**src/rtl/uart_tx.sv**
```systemverilog
// 8N1 UART transmitter with a small transmit FIFO in front of a
// start/data/stop frame sequencer.
//
// state | meaning
// IDLE  | line high, waiting for a queued byte
// START | driving the start bit (0)
// DATA  | shifting out 8 data bits, LSB first
// STOP  | driving the stop bit (1)
module uart_tx #(
  parameter int CLKS_PER_BIT = 868,
  parameter int FIFO_DEPTH   = 16
) (
  input  logic                             clk,
  input  logic                             reset_n,
  input  logic [7:0]                       tx_data,
  input  logic                             tx_valid,
  output logic                             tx_ready,
  output logic                             io_tx,
  output logic                             busy,
  output logic [$clog2(FIFO_DEPTH+1)-1:0]  fifo_count
);

  localparam int CW = $clog2(FIFO_DEPTH + 1);
  localparam int AW = $clog2(FIFO_DEPTH);
  localparam int BW = $clog2(CLKS_PER_BIT);
  localparam logic [BW-1:0] BAUD_LAST = BW'(CLKS_PER_BIT - 1);

  typedef enum logic [1:0] {
    S_IDLE  = 2'd0,
    S_START = 2'd1,
    S_DATA  = 2'd2,
    S_STOP  = 2'd3
  } state_t;

  state_t        state_q, state_d;
  logic [BW-1:0] baud_q, baud_d;
  logic [2:0]    bit_idx_q, bit_idx_d;
  logic [7:0]    shift_q, shift_d;
  logic          io_tx_q, io_tx_d;
  logic [AW-1:0] wr_ptr_q, wr_ptr_d;
  logic [AW-1:0] rd_ptr_q, rd_ptr_d;
  logic [CW-1:0] count_q, count_d;
  logic [7:0]    mem_q [FIFO_DEPTH];

  logic push;
  logic pop;
  logic baud_done;
  logic fifo_empty;
  logic [7:0] fifo_head;

  assign tx_ready   = (count_q != CW'(FIFO_DEPTH));
  assign push       = tx_valid && tx_ready;
  assign fifo_empty = (count_q == '0);
  assign fifo_head  = mem_q[rd_ptr_q];
  assign baud_done  = (baud_q == BAUD_LAST);

  assign io_tx      = io_tx_q;
  assign fifo_count = count_q;
  assign busy       = (state_q != S_IDLE) || !fifo_empty;

  // Storage is not reset; only pointers and count define FIFO contents.
  always_ff @(posedge clk) begin
    if (push) begin
      mem_q[wr_ptr_q] <= tx_data;
    end
  end

  always_comb begin
    wr_ptr_d = wr_ptr_q;
    rd_ptr_d = rd_ptr_q;
    count_d  = count_q;
    if (push) begin
      wr_ptr_d = wr_ptr_q + AW'(1);
    end
    if (pop) begin
      rd_ptr_d = rd_ptr_q + AW'(1);
    end
    unique case ({push, pop})
      2'b10:   count_d = count_q + CW'(1);
      2'b01:   count_d = count_q - CW'(1);
      default: count_d = count_q;
    endcase
  end

  always_comb begin
    state_d   = state_q;
    baud_d    = baud_q;
    bit_idx_d = bit_idx_q;
    shift_d   = shift_q;
    io_tx_d   = io_tx_q;
    pop       = 1'b0;

    unique case (state_q)
      S_IDLE: begin
        io_tx_d = 1'b1;
        baud_d  = '0;
        if (!fifo_empty) begin
          pop     = 1'b1;
          shift_d = fifo_head;
          state_d = S_START;
          io_tx_d = 1'b0;
        end
      end

      S_START: begin
        if (baud_done) begin
          baud_d    = '0;
          bit_idx_d = 3'd0;
          state_d   = S_DATA;
          io_tx_d   = shift_q[0];
        end else begin
          baud_d = baud_q + BW'(1);
        end
      end

      S_DATA: begin
        if (baud_done) begin
          baud_d = '0;
          // Shifting right keeps the next bit in shift_q[1] at each boundary.
          shift_d = {1'b0, shift_q[7:1]};
          if (bit_idx_q == 3'd7) begin
            state_d = S_STOP;
            io_tx_d = 1'b1;
          end else begin
            bit_idx_d = bit_idx_q + 3'd1;
            io_tx_d   = shift_q[1];
          end
        end else begin
          baud_d = baud_q + BW'(1);
        end
      end

      S_STOP: begin
        if (baud_done) begin
          baud_d = '0;
          if (!fifo_empty) begin
            pop     = 1'b1;
            shift_d = fifo_head;
            state_d = S_START;
            io_tx_d = 1'b0;
          end else begin
            state_d = S_IDLE;
            io_tx_d = 1'b1;
          end
        end else begin
          baud_d = baud_q + BW'(1);
        end
      end

      default: begin
        state_d = S_IDLE;
        io_tx_d = 1'b1;
        baud_d  = '0;
      end
    endcase
  end

  always_ff @(posedge clk or negedge reset_n) begin
    if (!reset_n) begin
      state_q   <= S_IDLE;
      baud_q    <= '0;
      bit_idx_q <= 3'd0;
      shift_q   <= 8'h00;
      io_tx_q   <= 1'b1;
      wr_ptr_q  <= '0;
      rd_ptr_q  <= '0;
      count_q   <= '0;
    end else begin
      state_q   <= state_d;
      baud_q    <= baud_d;
      bit_idx_q <= bit_idx_d;
      shift_q   <= shift_d;
      io_tx_q   <= io_tx_d;
      wr_ptr_q  <= wr_ptr_d;
      rd_ptr_q  <= rd_ptr_d;
      count_q   <= count_d;
    end
  end

endmodule

```
**config.mk**
```make
export PLATFORM = sky130hd
export DESIGN_NAME = uart_tx
export DESIGN_NICKNAME = d
export VERILOG_FILES = /design/src/rtl/uart_tx.sv
export SDC_FILE = /design/constraint.sdc
export NUM_CORES = 1
export LEC_CHECK = 0
export CAP_MARGIN = 20
export CORE_MARGIN = 3
export CORE_UTILIZATION = 50
export CTS_CLUSTER_DIAMETER = 40
export CTS_CLUSTER_SIZE = 28
export DETAILED_ROUTE_END_ITERATION = 7
export GPL_ROUTABILITY_DRIVEN = 0
export HOLD_SLACK_MARGIN = 0.06
export PLACE_DENSITY_LB_ADDON = 0.05
export SYNTH_ARGS = -nofsm -noshare
export SYNTH_HDL_FRONTEND = slang
export SYNTH_SLANG_ARGS = --single-unit
```
**constraint.sdc**
```tcl
create_clock -name clk -period 5.7 [get_ports clk]
set_clock_uncertainty 0.05 [all_clocks]
set_input_delay 1.14 -clock clk [delete_from_list [all_inputs] [get_ports clk]]
set_output_delay 1.14 -clock clk [all_outputs]
set_load 0.02 [all_outputs]
```
; ---- After elaboration in Yosys (flattened, before gate mapping)
; Memories as Yosys holds them, arrays and structs flattened.
; Cells that the tools add are included.
[word_totals]
regBits = 37
ramBits = 128
in_bits = 11
output_inout_bits = 8
elab_cells = 72
n_memories = 1
[memory_table]
columns = memory, words, width, read_ports, rd_clocked_by_memory_dff, write_ports, line_no
row1 = mem_q, 16, 8, 1, 0, 1, 43  ; logic [7:0] mem_q [FIFO_DEPTH];
[op_classes]
add_sub_neg = 6
n_eq_ne = 14
n_mux = 29
n_reduce_logical = 14
[op_table]
columns = operator, n
row1 = two-way mux 8 bit, 3
row2 = one-hot mux 8 bit (3 select lines), 1
row3 = one-hot mux 10 bit (2 select lines), 1
row4 = "inequality test 2 bit, second input constant", 6
row5 = "adder 10 x 1 -> 10 bit, second input constant", 1
row6 = "== test 10 bit, second input constant", 1
row7 = two-way mux 1 bit, 10
row8 = two-way mux 10 bit, 1
row9 = two-way mux 2 bit, 5
row10 = one-hot mux 5 bit (2 select lines), 1
row11 = two-way mux 3 bit, 3
row12 = "adder 4 x 1 -> 4 bit, second input constant", 2
row13 = one-hot mux 2 bit (4 select lines), 1
row14 = "== test 2 bit, second input constant", 3
row15 = one-hot mux 3 bit (2 select lines), 1
row16 = AND reduction 3 bit, 2
row17 = nonzero test 2 bit, 3
row18 = "adder 5 x 1 -> 5 bit, second input constant", 1
row19 = logical NOT 5 bit, 1
row20 = "inequality test 5 bit, second input constant", 1
row21 = AND reduction 5 bit, 1
row22 = "subtractor 5 x 1 -> 5 bit, second input constant", 1
row23 = "== test 2 x 1 -> 1 bit, second input constant", 2
row24 = one-hot mux 1 bit (4 select lines), 1
row25 = other kinds (10), 10

; ---- Logic depth before layout (Yosys ltp)
; Gate-level depths: netlist of the first run.
[depth]
word_depth = 6
mapped_depth = 12

; ---- Worst setup path before layout of the first run
; OpenSTA, ideal clock, no wires.
[synth_timing]
kind = input to register
start = input tx_valid
end = register count_q[4], in the netlist fifo_count[4]
setup_time_ns = 0.132
arrival_ns = 2.912
setup_slack_ns = 2.606
stages = 10
path_buffers = 1
cell_sequence = and2_1 > clkbuf_1 > inv_1 > ha_1 > fa_1 > a21o_1 > a21oi_1 > xor2_1 > nor2_1 > xor2_1
[synth_between]
elab_chain_len = 3
[synth_lines]
columns = item, line_no
row1 = "start, declared", 16  ; input logic tx_valid,
row2 = logical AND 1 bit *, 52  ; assign push = tx_valid && tx_ready;
row3 = == test 2 x 1 -> 1 bit / == test 2 bit (equally long branches), 78  ; unique case ({push, pop})
row4 = one-hot mux 5 bit (2 select lines) / nonzero test 2 bit (equally long branches), -
row5 = "end signal, assigned", 176  ; count_q <= count_d;
row6 = "end, declared", 42  ; logic [CW-1:0] count_q, count_d;
; Mark *: on every way between the ends. The rest lies on a longest branch, timed or not.
; A chain may end at the register's enable or synchronous reset.

; ---- Worst setup path in the final report of the first run
[layout_timing]
start = register count_q[0], in the netlist fifo_count[0]
end = output busy
[layout_between]
elab_chain_len = 3
[layout_lines]
columns = item, line_no
row1 = logical NOT 5 bit, 53  ; assign fifo_empty = (count_q == '0);
row2 = logical NOT 1 bit, -
row3 = logical OR 1 bit, 59  ; assign busy = (state_q != S_IDLE) || !fifo_empty;
row4 = "end, declared", 19  ; output logic busy,
; No other way between the ends.

==> results of run 1 <==
cell usage in the layout (no fill, tap or decap), drive strengths merged, types with 3 or more instances in the layout:
master	instances
xnor2	9
ha	17
nor2b	3
mux2	5
and2	3
buf	4
nor2	35
inv	12
nor3	5
clkbuf	20
a21oi	26
dfrtp	36
mux4	32
nand2	16
clkdlybuf4s50	17
nand3	5
a22oi	17
o21ai	7
clkinv	7
xor2	10
nand2b	3
edfxtp	128
nand4	4
layer usage:
layer,vias to the layer above,wire [um]
met5,-,0
met4,0,224
met3,20,562
met2,65,6164
met1,1777,5916
li1,1630,-
critical path, stage by stage, from the launching register on:
cell and delay [ps]:
dfrtp_1 450, nor4_1 380, and2b_1 400, nand2_1 90, clkdlybuf4s50_1 540
flip-flops by register name, indices dropped and copies added, names as in the netlist:
register,count
mem_q,128
baud_q,10
shift_q,8
fifo_count,5
rd_ptr_q,4
wr_ptr_q,4
bit_idx_q,3
state_q,2
io_tx,1
power groups by stage:
stage / registers (mW) / logic, mW / clock network, mW
floorplan: 1.63 / 1.01 / 0
global placement: 1.70 / 1.24 / 0
detailed placement: 1.70 / 1.25 / 0
CTS: 1.68 / 1.25 / 1.05
global route: 1.71 / 1.38 / 1.09
finish: 1.68 / 1.24 / 1.02
final timing paths:
kind	slack [ps]	end	start	depth (start not counted)
max in group asynchronous	4240	rd_ptr_q[0]$_DFFE_PN0P_	reset_n	1
max reg2reg	2680	fifo_count[4]$_DFFE_PN0P_	baud_q[0]$_DFF_PN0_	11
min in group asynchronous	770	state_q[0]$_DFFE_PN0P_	reset_n	1
min reg2reg	430	baud_q[0]$_DFF_PN0_	baud_q[0]$_DFF_PN0_	1
min	430	baud_q[0]$_DFF_PN0_	baud_q[0]$_DFF_PN0_	1
max	2230	busy	fifo_count[0]$_DFFE_PN0P_	4
logic make-up after synthesis:
logic type                 count (synthesis)  synth area share, %
buffers and inverters                     26                2.169
AOI/OAI and AO/OA                         59                5.603
adders and majority gates                 18                3.362
DFF                                      165                68.91
xor gates and xnor gates                  19                2.404
and+or+nand+nor                           83                5.838
muxes                                     37                11.71
area by class of cell:
type,count,share of cell area (%)
Multi-Input combinational cell,216,25.78
Clock inverter,13,1.305
Tap cell,176,2.836
Timing Repair Buffer,23,2.739
Clock buffer,18,5.527
Sequential cell,165,61.47
Inverter,7,0.3384
synthesized netlist by cell type, drive strengths merged (2+ instances only):
cell type	number	area [um^2]
a21o	2	15.01
a21oi	26	133.9
a22oi	17	127.6
and2	3	18.77
and3	2	12.51
buf	12	96.34
clkbuf	7	27.52
dfrtp	36	900.9
edfxtp	128	3844
ha	17	212.7
inv	7	26.28
mux2	5	60.05
mux4	32	750.7
nand2	16	60.06
nand2b	3	18.77
nand3	5	30.03
nand4	4	25.02
nor2	35	131.4
nor2b	3	18.77
nor3	5	30.03
nor3b	2	20.02
o21ai	7	35.03
o31ai	2	15.01
xnor2	9	78.83
xor2	10	87.58
==> metrics.md, run 1 <==
| Metric | Value |
|---|---|
| Worst-Skew Late Latency | 420 ps |
| CP Class | flip-flop to output port |
| Antenna Cells | 0 |
| Inserted Clock Buffers | 17 |
| Post-synth EDFFs | 128 |
| Clock power share | 25.9% |
| Status | completed |
| I/O pin total | 19 |
| Slew headroom | 35.59% |
| Pre-CTS WS | 2072 ps |
| Switching portion of total power | 33.16% |
| IO Port Bufs | 18 |
| Synth Register Bits | 165 |
| Crit Path Max Fanout | 6 |
| Maximum clock insertion buffer count | 2 |
| Final Instance Area | 7765 um^2 |
| Fmax achieved | 288.1 MHz |
| Final hold viol count | 0 |
| Die height | 123.7 um |
| Worst-Margin Slew | 962.6 ps |
| Mapped Nets | 436 |
| Min-Delay Path Class | flip-flop to flip-flop |
| Antenna violations before repair | 0 |
| Post-Syn Instances | 407 |
| CP Data Arrival Time | 2280 ps |
| Worst setup EP type | output port |
| Pleak | 2.753 nW |
| Area growth, synth to finish | 12.16% |
| Core Box Area | 13400 um^2 |
| Ratio of cells with drive above 1 in the final layout | 15.84% |
| Grt met3 use | 4.133% |
| Vias in the first global route | 3577 |
| Core Rows | 42 |
| Multi-input logic area | 2002 um^2 |
| Tcrit/Tclk final | 60.90% |
| Routed Antenna Nets | 0 |
| # Max-Cap Violations | 0 |
| Synth Area per Inst | 17.01 um^2 |
| Critical path required time | 4510 ps |
| Async set-reset flop share out of synthesis | 22.42% |
| Clock Sinks | 165 |
| CTS resizes | 0 |
| Pwr dens | 507.1 nW/um^2 |
| Hold Slack | 427.4 ps |
| Yosys synthesis warning count | 0 |
| Final core utilization | 57.95% |
| Synth Flop Type | edfxtp_1 |
| RSZ-0062 raised after global routing | no |
| Drc violations | 0 |
| Total track usage | 18.62% |
| Layer with the highest usage | met2 |
| Setup tns final | 0 ps |
| Combinational cell fraction of total power | 31.5% |
| Via count | 3492 |
| Vias/cell | 5.650 |
| Full die area | 15290 um^2 |
| Global route overflow | 0 |
| Sequential area share after synthesis | 68.91% |
| Clock slew at reported path FFs | 60 ps |
| Initial Utilization | 51.66% |
| Min Tclk post-route | 3471 ps |
| Final max-slew violation count | 0 |
| Global-route wire length before repair | 20400 um |
| # placed instances | 585 |
| CTS tree | built |
| HPWL Detailed | 8233 um |
| Nature of the critical path startpoint | flip-flop |
| Internal | 2.632 mW |
| GRT met1 Usage | 27.14% |
| Drt pass-1 iters | 4 |
| Reg area | 4773 um^2 |
| DR iter-0 viols | 267 |
| Wire length per cell | 20.82 um |
| Total Power | 3.938 mW |
| Final Net Count | 459 |
| Hold_buf cts | 0 |
| H-tree depth | 4 |
| Max VDD drop | 0.2787 mV |
| # Post-CTS Setup Buffers | 0 |
| Post-synthesis cell area | 6923 um^2 |
| Sw power | 1.306 mW |
| Synth cell types | 49 |
| Final worst slack | 2229 ps |
| Final setup vio count | 0 |
| # fillers | 1044 |
| Flop pwr share | 42.6% |
| Met2 Usage GRT | 27.75% |
| Dpl cell area | 7219 um^2 |
| Routed WL | 12870 um |
| Die W | 123.7 um |
| Largest net degree at the start of global routing | 38 |
| CTS Root Buffer Type | clkbuf_16 |
| Fin cells | 618 |
Power figures use the tool's default switching activity.
==> run 2, diff against run 1 <==
Clock period 5.7 ns to 2.9 ns, I/O delays scaled along.
==> run 2 against run 1 <==
Via count grew 2.0%; largest power group unchanged; worst setup slack worse by 2100 ps; count of clock-buffer cells in the layout is 1 higher; wire length decreased by 0.72%; critical endpoint unchanged; design area grew 2.8%; clock power increased by 110%.
==> metrics.md, run 2 (same netlist as run 1, synthesis figures left out) <==
| Metric | Value |
|---|---|
| Status | completed |
| Flop pwr share | 40.2% (-2.4 points) |
| IO Port Bufs | 18 (unchanged) |
| Commonest non-fill, non-tap cells in the layout | edfxtp_1, nor2_1, dfrtp_1 |
| Pwr dens | 1004 nW/um^2 (+98%) |
| Drt pass-1 iters | 4 (unchanged) |
| Top flop regs | mem_q x128, baud_q x10, shift_q x8 |
| Core Box Area | 13400 um^2 (unchanged) |
| Final hold viol count | 0 (unchanged) |
| Routed WL | 12770 um (-0.72%) |
| Slew headroom | 41.77% (+6.2 points) |
| Inserted Clock Buffers | 17 (unchanged) |
| Die height | 123.7 um (unchanged) |
| CTS resizes | 0 (unchanged) |
| FF-to-FF End | fifo_count[4]$_DFFE_PN0P_ |
| CTS tree | built |
| Combinational cell fraction of total power | 33.2% (+1.7 points) |
| Final Net Count | 482 (+5.0%) |
| Clock power share | 26.7% (+0.8 points) |
| Clock slew at reported path FFs | 60 ps (about the same) |
| Clock Sinks | 165 (unchanged) |
| Ratio of cells with drive above 1 in the final layout | 20.04% (+4.2 points) |
| Setup tns final | 0 ps (unchanged) |
| Switching portion of total power | 31.95% (-1.2 points) |
| Via count | 3563 (+2.0%) |
| Full die area | 15290 um^2 (unchanged) |
| RSZ-0062 raised after global routing | no |
| Min-Delay Path Class | input pin to asynchronous set/reset pin |
| Most common cell after layout, fill and taps aside | edfxtp_1 |
| # Post-CTS Setup Buffers | 0 (unchanged) |
| Slowest cell delay on critical path | 530 ps (about the same) |
| Crit Path Max Fanout | 5 (-1) |
| Worst setup EP type | output port |
| Largest net degree at the start of global routing | 38 (unchanged) |
| Worst-Skew Late Latency | 410 ps (about the same) |
| Area growth, synth to finish | 15.27% |
| CTS Root Buffer Type | clkbuf_16 |
| Reg2reg start | state_q[0]$_DFFE_PN0P_ |
| CP Class | flip-flop to output port |
| Critical path required time | 2270 ps (-2240 ps) |
| Final max-slew violation count | 0 (unchanged) |
| Vias/cell | 5.567 (-1.5%) |
| Final setup vio count | 0 (unchanged) |
| # Max-Cap Violations | 0 (unchanged) |
| Hold_buf cts | 0 (unchanged) |
| Nature of the critical path startpoint | flip-flop |
| Crit-path slowest cell | clkdlybuf4s50_1 |
| Initial Utilization | 51.66% (unchanged) |
| Reg2reg setup slack | 230 ps (-2450 ps) |
| Pleak | 2.890 nW (+5.0%) |
| Min Tclk post-route | 2776 ps |
| Antenna Cells | 0 (unchanged) |
| Total track usage | 18.35% (-0.26 points) |
| Global-route wire length before repair | 20200 um (-0.98%) |
| Total Power | 8.015 mW (+100%) |
| Core Rows | 42 (unchanged) |
| Worst-Margin Slew | 873.5 ps (-89.12 ps) |
| Worst reg-to-reg path cell count | 10 (-1) |
| Sw power | 2.560 mW (+96%) |
| Vias in the first global route | 3587 (+0.28%) |
| Global route overflow | 0 (unchanged) |
| Biggest register | mem_q |
| I/O pin total | 19 (unchanged) |
| DR iter-0 viols | 263 (-1.5%) |
| Antenna violations before repair | 0 (unchanged) |
| Maximum clock insertion buffer count | 2 (unchanged) |
| Cell breakdown of the critical path | nor4_2 > and2b_1 > buf_4 > nand2_1 > clkdlybuf4s50_1 |
| HPWL Detailed | 8382 um (+1.8%) |
| Fmax achieved | 360.2 MHz |
| Routed Antenna Nets | 0 (unchanged) |
| H-tree depth | 4 (unchanged) |
| Max FFs per register | 128 (unchanged) |
| Tcrit/Tclk final | 95.72% |
| CP Data Arrival Time | 2150 ps (-130 ps) |
| Drc violations | 0 (unchanged) |
| Internal | 5.454 mW (+110%) |
| Die W | 123.7 um (unchanged) |
| Max VDD drop | 0.4290 mV (+54%) |
| Wire length per cell | 19.96 um (-4.1%) |
[run 2: cell types whose count changed in the layout (fill, tap and decap cells not counted), sizes merged]
cell / delta
buf: +25
bufinv: +2
clkinv: -2
clkbuf: -1
clkinvlp: -1
inv: -1
[run 2: critical path, delay by kind of cell, from the launching register on]
family | cells | cell delay, ps
buf+inv | 2 | 700
flops | 1 | 450
simple gates | 3 | 600
[run 2: power groups by stage]
stage / clock, mW / sequential (mW) / combinational [mW]
floorplan: 0 / 3.21 / 1.98
global placement: 0 / 3.25 / 2.64
detailed placement: 0 / 3.27 / 2.68
CTS: 2.19 / 3.22 / 2.69
global route: 2.30 / 3.27 / 2.95
finish: 2.14 / 3.22 / 2.66
[run 2: worst max-delay path by stage]
stage	start	end	slack [ps]	cells past startpoint
4_1_cts	fifo_count[1]$_DFFE_PN0P_	busy	40	5
2_1_floorplan	fifo_count[0]$_DFFE_PN0P_	fifo_count[4]$_DFFE_PN0P_	50	12
6_report	fifo_count[1]$_DFFE_PN0P_	busy	120	5
3_3_place_gp	tx_valid	fifo_count[4]$_DFFE_PN0P_	120	10
3_5_place_dp	tx_valid	fifo_count[4]$_DFFE_PN0P_	80	10
5_1_grt	fifo_count[1]$_DFFE_PN0P_	busy	30	5
[run 2: layout make-up]
class,count,area (um^2)
Fill cell,1057,5420
Sequential cell,165,4772
Multi-Input combinational cell,216,2018
Clock buffer,19,432.9
Timing Repair Buffer,46,385.4
Tap cell,176,220.2
Clock inverter,11,125.1
Inverter,7,26.28
[run 2: per-stage QoR]
| stage | setup slack, ps | cell area (um^2) | util, % | hold WS, ps | instances |
|---|---|---|---|---|---|
| detailed placement | 81.77 | 7406 | 55.27 | 423.0 | 610 |
| CTS | 38.67 | 7964 | 59.43 | 254.8 | 640 |
| finish | 124.0 | 7980 | 59.55 | 236.6 | 640 |
| global placement | 121.2 | 7406 | 55.27 | 413.0 | 610 |
| floorplan | 54.49 | 6923 | - | 234.4 | 407 |
| global route | 25.37 | 7980 | 59.55 | 284.3 | 640 |
[run 2: routing by layer]
layer	vias to the layer above	part of all wire, %	track usage, %
met2	67	46	26.73
met1	1824	48	26.90
met3	8	5.0	4.905
met4	0	1.2	6.436
met5	-	0	0
li1	1664	-	-
